<file path="src/rtl/pe_pkg.sv">
// Shared types and width/bound helpers for the pe_mac_acc processing element.
package pe_pkg;

  typedef enum logic {
    S_IDLE = 1'b0,
    S_ACC  = 1'b1
  } pe_state_t;

  function automatic int len_w(input int acc_len_max);
    return $clog2(acc_len_max + 1);
  endfunction

  function automatic int acc_w(input int psum_w, input int acc_len_max);
    return psum_w + $clog2(acc_len_max);
  endfunction

  // Signed range of a psum_w-bit result, used when clamping the final sum.
  function automatic longint sat_hi(input int psum_w);
    return (longint'(1) <<< (psum_w - 1)) - 1;
  endfunction

  function automatic longint sat_lo(input int psum_w);
    return -(longint'(1) <<< (psum_w - 1));
  endfunction

endpackage

</file>
<file path="src/rtl/pe_mult_pipe.sv">
// Signed multiplier with a MUL_LAT-deep product/valid pipeline (MUL_LAT >= 1).
module pe_mult_pipe #(
  parameter int DATA_W   = 8,
  parameter int WEIGHT_W = 8,
  parameter int MUL_LAT  = 3
) (
  input  logic                                clk,
  input  logic                                rst_n,
  input  logic signed [DATA_W-1:0]            data,
  input  logic                                in_val,
  input  logic signed [WEIGHT_W-1:0]          weight,
  output logic signed [DATA_W+WEIGHT_W-1:0]   prod,
  output logic                                prod_val,
  output logic                                busy
);

  localparam int PROD_W = DATA_W + WEIGHT_W;

  logic signed [PROD_W-1:0] prod_q [MUL_LAT];
  logic        [MUL_LAT-1:0] val_q;

  always_ff @(posedge clk or negedge rst_n) begin
    if (!rst_n) begin
      val_q <= '0;
      for (int i = 0; i < MUL_LAT; i++) prod_q[i] <= '0;
    end else begin
      val_q[0] <= in_val;
      if (in_val) prod_q[0] <= PROD_W'(data) * PROD_W'(weight);
      for (int i = 1; i < MUL_LAT; i++) begin
        val_q[i]  <= val_q[i-1];
        prod_q[i] <= prod_q[i-1];
      end
    end
  end

  assign prod     = prod_q[MUL_LAT-1];
  assign prod_val = val_q[MUL_LAT-1];
  assign busy     = |val_q;

endmodule

</file>
<file path="src/rtl/pe_mac_acc.sv">
// Weight-stationary MAC element: accumulates cfg_len products per window plus an upstream psum.
// Build option: define PE_SATURATE_EN to clamp the result instead of wrapping it.
module pe_mac_acc
  import pe_pkg::*;
#(
  parameter  int DATA_W      = 8,
  parameter  int WEIGHT_W    = 8,
  parameter  int PSUM_W      = 24,
  parameter  int MUL_LAT     = 3,
  parameter  int ACC_LEN_MAX = 16,
  localparam int LEN_W       = len_w(ACC_LEN_MAX)
) (
  input  logic                       clk,
  input  logic                       rst_n,
  input  logic [LEN_W-1:0]           i_cfg_len,
  input  logic signed [DATA_W-1:0]   i_data,
  input  logic                       i_data_val,
  input  logic signed [WEIGHT_W-1:0] i_weight,
  input  logic                       i_weight_val,
  input  logic signed [PSUM_W-1:0]   i_psum,
  input  logic                       i_psum_val,
  output logic signed [PSUM_W-1:0]   o_psum,
  output logic                       o_psum_val,
  output logic                       o_busy
);

  localparam int ACC_W  = acc_w(PSUM_W, ACC_LEN_MAX);
  localparam int PROD_W = DATA_W + WEIGHT_W;
  // Headroom so acc + product + psum never wraps before the final reduction.
  localparam int SUM_W  = ((ACC_W > PROD_W) ? ACC_W : PROD_W) + 2;

  pe_state_t state, state_nxt;

  logic signed [WEIGHT_W-1:0] weight_reg;
  logic signed [PROD_W-1:0]   prod;
  logic                       prod_val;
  logic                       pipe_busy;
  logic [LEN_W-1:0]           count, len_reg, len_eff;
  logic signed [ACC_W-1:0]    acc, acc_base, prod_acc;
  logic signed [PSUM_W-1:0]   psum_reg, sum_out;
  logic signed [SUM_W-1:0]    sum_full;
  logic                       done;

  pe_mult_pipe #(
    .DATA_W  (DATA_W),
    .WEIGHT_W(WEIGHT_W),
    .MUL_LAT (MUL_LAT)
  ) u_mult (
    .clk     (clk),
    .rst_n   (rst_n),
    .data    (i_data),
    .in_val  (i_data_val),
    .weight  (weight_reg),
    .prod    (prod),
    .prod_val(prod_val),
    .busy    (pipe_busy)
  );

  always_comb begin
    len_eff = i_cfg_len;
    if (i_cfg_len == '0) len_eff = LEN_W'(1);
    else if (i_cfg_len > LEN_W'(ACC_LEN_MAX)) len_eff = LEN_W'(ACC_LEN_MAX);
  end

  always_comb begin
    state_nxt = state;
    done      = 1'b0;
    unique case (state)
      S_IDLE: begin
        if (prod_val) begin
          if (len_eff == LEN_W'(1)) done = 1'b1;
          else state_nxt = S_ACC;
        end
      end
      S_ACC: begin
        if (prod_val && (count + LEN_W'(1) == len_reg)) begin
          done      = 1'b1;
          state_nxt = S_IDLE;
        end
      end
      default: state_nxt = S_IDLE;
    endcase
  end

  assign prod_acc = ACC_W'(prod);
  assign acc_base = (state == S_ACC) ? acc : '0;
  assign sum_full = SUM_W'(acc_base) + SUM_W'(prod) + SUM_W'(psum_reg);

`ifdef PE_SATURATE_EN
  localparam logic signed [SUM_W-1:0] SAT_HI = SUM_W'(sat_hi(PSUM_W));
  localparam logic signed [SUM_W-1:0] SAT_LO = SUM_W'(sat_lo(PSUM_W));

  always_comb begin
    sum_out = PSUM_W'(sum_full);
    if (sum_full > SAT_HI) sum_out = PSUM_W'(SAT_HI);
    else if (sum_full < SAT_LO) sum_out = PSUM_W'(SAT_LO);
  end
`else
  always_comb begin
    sum_out = PSUM_W'(sum_full);
  end
`endif

  always_ff @(posedge clk or negedge rst_n) begin
    if (!rst_n) begin
      state      <= S_IDLE;
      weight_reg <= '0;
      count      <= '0;
      len_reg    <= '0;
      acc        <= '0;
      psum_reg   <= '0;
      o_psum     <= '0;
      o_psum_val <= 1'b0;
    end else begin
      state      <= state_nxt;
      o_psum_val <= done;
      if (i_weight_val) weight_reg <= i_weight;
      if (prod_val) begin
        if (state == S_IDLE) begin
          acc     <= prod_acc;
          count   <= LEN_W'(1);
          len_reg <= len_eff;
        end else begin
          acc   <= acc + prod_acc;
          count <= count + LEN_W'(1);
        end
      end
      // Completion clears the window and the captured psum; a psum arriving
      // in the completing cycle belongs to neither window and is dropped.
      if (done) begin
        o_psum   <= sum_out;
        psum_reg <= '0;
        count    <= '0;
        acc      <= '0;
      end else if (i_psum_val) begin
        psum_reg <= i_psum;
      end
    end
  end

  assign o_busy = (state == S_ACC) || pipe_busy;

endmodule

</file>
<file path="config.mk">
export PLATFORM = sky130hd
export DESIGN_NAME = pe_mac_acc
export DESIGN_NICKNAME = d
export VERILOG_FILES = /design/src/rtl/pe_pkg.sv /design/src/rtl/pe_mult_pipe.sv /design/src/rtl/pe_mac_acc.sv
export SDC_FILE = /design/constraint.sdc
export NUM_CORES = 1
export LEC_CHECK = 0
export ABC_AREA = 0
export CAP_MARGIN = 20
export CORE_MARGIN = 1
export CORE_UTILIZATION = 40
export CTS_CLUSTER_DIAMETER = 30
export DETAILED_ROUTE_END_ITERATION = 10
export HOLD_SLACK_MARGIN = 0.12
export PLACE_DENSITY_LB_ADDON = 0.2
export RECOVER_POWER = 100
export SETUP_SLACK_MARGIN = 0.15
export SYNTH_ARGS = -nofsm -noshare
export SYNTH_HDL_FRONTEND = slang
export SYNTH_SLANG_ARGS = --single-unit
</file>
<file path="constraint.sdc">
create_clock -name clk -period 5.2 [get_ports clk]
set_input_delay 0.78 -clock clk [delete_from_list [all_inputs] [get_ports clk]]
set_output_delay 0.78 -clock clk [all_outputs]
set_load 0.03 [all_outputs]
</file>
### Yosys cells after proc, flatten, opt, wreduce, memory -nomap -nowiden

Cells that the tools add are included.

| operators by class | value |
|---|---|
| $add $sub $neg | 4 |
| $mul | 1 |
| order comparisons | 1 |
| eq/ne operators | 2 |
| multiplexer cells | 19 |
| bitwise operators | 1 |
| reductions and logical operators | 7 |

Operator list:

| operator | number |
|---|---|
| 28-bit 2-to-1 mux | 3 |
| 24-bit 2-to-1 mux | 3 |
| 28-bit by 16-bit adder with 28-bit output | 1 |
| 5-bit 2-to-1 mux | 5 |
| 24-bit by 16-bit adder with 24-bit output | 1 |
| 24-bit adder | 1 |
| 8-bit by 8-bit multiplier with 16-bit output | 1 |
| 1-bit 2-to-1 mux | 6 |
| 5-bit by 1-bit adder with 5-bit output (second input constant) | 1 |
| 5-bit by 1-bit equality test with 1-bit output (second input constant) | 1 |
| 5-bit equality test | 1 |
| 5-bit greater-than comparator (second input constant) | 1 |
| 5-bit logical NOT | 1 |
| 1-bit one-hot mux with 2 select lines | 2 |
| 2-bit nonzero test | 2 |
| 3-bit OR reduction | 1 |
| 2-bit AND reduction | 1 |
| 1-bit logical AND | 1 |
| 1-bit logical OR | 1 |
| 1-bit inverter | 1 |

| storage, ports and cells | value |
|---|---|
| flip-flop bits (word level) | 147 |
| input port bits | 50 |
| output and inout port bits | 26 |
| logic and storage cells | 47 |

### Depth between registers and ports, before layout

| logic depth | value |
|---|---|
| depth after elaboration | 8 |
| mapped depth | 19 |
| depth with buffers taken out | 18 |

### Hierarchy

A second synthesis with hierarchy kept.

| second synthesis, totals | value |
|---|---|
| cells, all modules | 1,102 |
| area total of the unflattened synthesis | 10,979.3 µm² |

Modules (own cells, without submodules):

| module | instances | cells each | area an instance (µm²) | seq. area each (µm²) |
|---|---|---|---|---|
| pe_mac_acc | 1 | 721 | 6,825.3 | 2,302.2 |
| pe_mult_pipe | 1 | 381 | 4,154.0 | 1,276.2 |

### Worst setup path before layout

Ideal clock, no wire load.

| timing path | value |
|---|---|
| path kind | input-to-reg |
| start | in i_data[0] |
| end | reg u_mult.prod_q[46] in the netlist's numbering |
| library setup time | 69 ps |
| arrival | 4,654 ps |
| required time | 5,131 ps |
| path slack | 477 ps |
| cell stages on the path | 16 |
| path buffers | 0 |
| cells stage by stage | nand2b_1 fa_1 fa_1 inv_1 fa_1 inv_1 fa_1 inv_1 ha_1 o21ai_0 a21oi_1 o21ai_0 a21boi_0 o211ai_1 a2111o_1 nand3_1 |

| between the ends | value |
|---|---|
| word-level cells in the longest chain between the ends | 1 |

RTL lines:

| what | RTL line | text |
|---|---|---|
| start: declaration | pe_mac_acc.sv:16 | `input logic signed [DATA_W-1:0] i_data,` |
| 8-bit by 8-bit multiplier with 16-bit output | pe_mult_pipe.sv:28 | `if (in_val) prod_q[0] <= PROD_W'(data) * PROD_W'(weight);` |
| end signal: indexed assignment | pe_mult_pipe.sv:31 | `prod_q[i] <= prod_q[i-1];` |
| end: declaration | pe_mult_pipe.sv:19 | `logic signed [PROD_W-1:0] prod_q [MUL_LAT];` |

Every way passes these cells.
A chain may end at the register's enable or synchronous reset.

### Final worst setup path

| timing path | value |
|---|---|
| start | in i_data[0] |
| end | reg u_mult.prod_q[45] in the netlist's numbering |

The elaborated chain is that of the path after synthesis.

==> impl_results.md <==
* Status: finished with violations
* Violated checks: capacitance limit, slew limit
* Syn_nets at roughly 1.2k
* Final RePlAce weighted congestion at 0.8457
* Max incr delay on CP at 560 ps
* CTS Buf Count at 17
* Hold Path Class: register to register
* Final worst setup slack at 324.0 ps
* Max_slew headroom at -0.6369
* Final hold violations at 0
* Wire length on met3 at 643 um
* First-pass GRT wire length at 37.32 mm
* CP startpoint: i_data[0]
* Initial Util at 0.4130
* Synth cell types at 59
* Storage element area at 0.003578 mm2
* Routed wire length per instance at ~14 um
* Crit path DAT at 5170 ps
* RSZ-0062 raised after global routing: true
* Worst hold slack at between 300 and 400 ps
* Post-cts resize count at 0
* Pre-CTS setup slack at -216.6 ps
* Vias in the first global route at 7601
* Delay-heaviest family, CP: adder cells
* Routed vias/inst at about 5.0
* Clock Tree Root: clkbuf_16
* Final clock skew at 14.40 ps
* Total wire length at ~22 mm
* Number of antenna violations at the first check in global routing at 0
* Most flops, register: u_mult.prod_q
* Hold path start: u_mult.prod_q[27]$_DFF_PN0_
* IO Pins at 76
* CP required at 5490 ps
* H-tree lvl count at 4
* Sequential share of the synthesized area at 0.3402
* Clk_lat worst skew at 420 ps
* Max reg flops at 32
* Highest routed layer: met4
* Final cycle utilization of the critical path at 0.9377
* Worst setup path category: input pin to register
* Post-synth EDFFs at 0
* Vias at 7488
* CP max stage cell: fa_1
* # port buffers at 75
* Drc violations at 0
* Hpwl dp at 16.41 mm
* Tmin final at 4876 ps
* Routed wl met2 at between 10 and 15 mm
* Clock tree sinks at 143
* Avg Inst Size Synth at 10.09 um2
* CP Buf/Inv Count at 5
* Synthesized cell area at about 0.011 mm2
* First-pass iteration count of the detailed router at 4
* Max clock buf depth at 2
* Max frequency at approximately 200 MHz
* Synth warnings at 0
* TritonCTS clock tree: yes
* Fill count at 2362
* Post-CTS Hold Buffers at 0
* CP Max Fanout at 3
* Main flop type after synthesis: dfrtp_1
* R2r startpoint: weight_reg[7]$_DFFE_PN0P_
* Synth async-reset ratio at 1.000
* Routed Antenna Nets at 0
* Total global-route track usage at 0.1748
* Antenna diode count at 0
* Crit. End Element: register
* Yosys reg bits at 143
* Initial drt markers at ~490
* Max_cap viols at 2
* CP Launch Type: input pin
* Die height at 164.2 um
* M1 WL at 10.49 mm
* # rows at 58
* Fin. max-slew vios at 100
* Setup_tns at 0 ps
* Post-CTS setup buffers at 0
* Die ar. at 0.02695 mm2
* Largest net degree at the start of global routing at 100
* Slew @ Worst Pin at 2455 ps
* Grt ovf at 0
* Clock slew at reported path FFs at 60 ps
* Total core area at ~0.025 mm2
* Area occupied by multi-input gates at roughly 0.0064 mm2
* Ratio of cells with drive above 1 in the final layout at 0.07979
* Gate Count Post-Synth at 1042
* Setup violators final at 0
* Nets at 1346
* Worst-path cell chain: clkdlybuf4s50_1 -> nand2b_1 -> fa_1 -> fa_1 -> inv_1 -> fa_1 -> inv_1 -> fa_1 -> inv_1 -> ha_1 -> inv_1 -> o21a_1 -> o21ai_0 -> a41oi_1 -> nor2b_1 -> xnor2_1 -> mux2_2
* Area Overhead vs Synth at 17.96%
* Die width at 164.2 um
-- metrics by stage --
| step | instance area (um2) | std cells | utilization |
|---|---|---|---|
| floorplan | 10520 | 1042 | - |
| finish | 12410 | 1483 | 0.4871 |
| global route | 12410 | 1483 | 0.4871 |
| CTS | 12420 | 1483 | 0.4878 |
| global placement | 11810 | 1452 | 0.4637 |
| detailed placement | 11810 | 1452 | 0.4637 |
-- cell families (layout without fill, tap and decap cells) --
| family | after synthesis | after routing | share of synthesized area |
|---|---|---|---|
| XOR/XNOR | 48 | 48 | 0.03997 |
| buffers and inverters | 135 | 246 | 0.05103 |
| flip-flops | 143 | 143 | 0.3402 |
| multiplexers | 56 | 56 | 0.05579 |
| adder cells (fa/ha/maj) | 155 | 155 | 0.2415 |
| AND/OR/NAND/NOR | 290 | 290 | 0.1369 |
| AO/OA/AOI/OAI | 215 | 215 | 0.1346 |
-- cell type report --
| class | count | share of cell area |
|---|---|---|
| Clock buffer | 19 | 0.03650 |
| Clock inverter | 12 | 0.01281 |
| Inverter | 104 | 0.03186 |
| Multi-Input combinational cell | 764 | 0.5161 |
| Sequential cell | 143 | 0.2884 |
| Tap cell | 330 | 0.03328 |
| Timing Repair Buffer | 111 | 0.08107 |
-- routing by layer --
| layer | vias up | track usage |
|---|---|---|
| li1 | 3760 | - |
| met1 | 3597 | 0.2373 |
| met2 | 115 | 0.2888 |
| met3 | 16 | 0.02677 |
| met4 | 0 | 0.04756 |
| met5 | - | 0 |
-- worst reg2reg max path, stage by stage, from the launching register on --
cell and delay (ps):
dfrtp_1 540, nand2b_1 130, fa_1 520, fa_1 560, inv_1 60, fa_1 530, inv_1 50, fa_1 520
inv_1 40, ha_1 290, inv_1 50, o21a_1 190, o21ai_0 280, a41oi_1 180, nor2b_1 170, xnor2_1 110
mux2_2 250
-- cell usage after synthesis, types with 3 or more instances --
| master | count | area [um2] |
|---|---|---|
| a21o_1 | 20 | 150.1 |
| nor3b_1 | 5 | 37.54 |
| mux2_2 | 21 | 236.5 |
| nor2b_1 | 18 | 112.6 |
| and2_1 | 61 | 381.6 |
| o21a_1 | 13 | 97.59 |
| or3_1 | 6 | 37.54 |
| xnor2_1 | 25 | 219.0 |
| mux2i_1 | 35 | 350.3 |
| a211oi_1 | 7 | 52.55 |
| dfrtp_1 | 143 | 3578 |
| a2111oi_0 | 3 | 26.28 |
| clkbuf_1 | 21 | 78.83 |
| nand2b_1 | 9 | 56.30 |
| o31ai_1 | 7 | 52.55 |
| a31oi_1 | 5 | 31.28 |
| inv_1 | 103 | 386.6 |
| fa_1 | 80 | 1602 |
| nand3_1 | 12 | 60.06 |
| buf_2 | 8 | 40.04 |
| nor3_1 | 14 | 70.07 |
| nand2_1 | 70 | 262.8 |
| a41oi_1 | 6 | 52.55 |
| and3_1 | 5 | 31.28 |
| a21oi_1 | 64 | 320.3 |
| o21ai_0 | 37 | 185.2 |
| or2_2 | 3 | 18.77 |
| a22o_1 | 3 | 26.28 |
| o211ai_1 | 8 | 60.06 |
| xor2_1 | 23 | 201.4 |
| nor4_1 | 3 | 18.77 |
| nand4_1 | 7 | 43.79 |
| o21ai_1 | 3 | 15.01 |
| nor2_1 | 72 | 270.3 |
| o2bb2ai_1 | 16 | 140.1 |
| ha_1 | 75 | 938.4 |
-- path summary, 6_finish.rpt --
path,to,depth (start not counted),slack (ps)
worst min-delay path,u_mult.prod[11]$_DFF_PN0_,0,340
worst max-delay path,u_mult.prod_q[45]$_DFFE_PN0P_,17,320
worst max register to register,u_mult.prod_q[45]$_DFFE_PN0P_,16,590
max in group asynchronous,acc[10]$_DFFE_PN0P_,2,1910
worst min register to register,u_mult.prod[11]$_DFF_PN0_,0,340
min in group asynchronous,o_psum[6]$_DFFE_PN0P_,1,1100
-- cell usage in the layout, fill, tap and decap left out, types with 21 or more instances in the layout --
cell type          n
buf_4             31
dlygate4sd3_1     28
nor2_1            72
dfrtp_1          143
inv_1            103
xor2_1            23
clkdlybuf4s50_1   46
a21oi_1           64
ha_1              75
mux2i_1           35
mux2_2            21
and2_1            59
xnor2_1           25
fa_1              80
nand2_1           70
o21ai_0           36
Power is not shown: default switching activity piles up to over one toggle a cycle in this logic, so the estimate is an artifact.
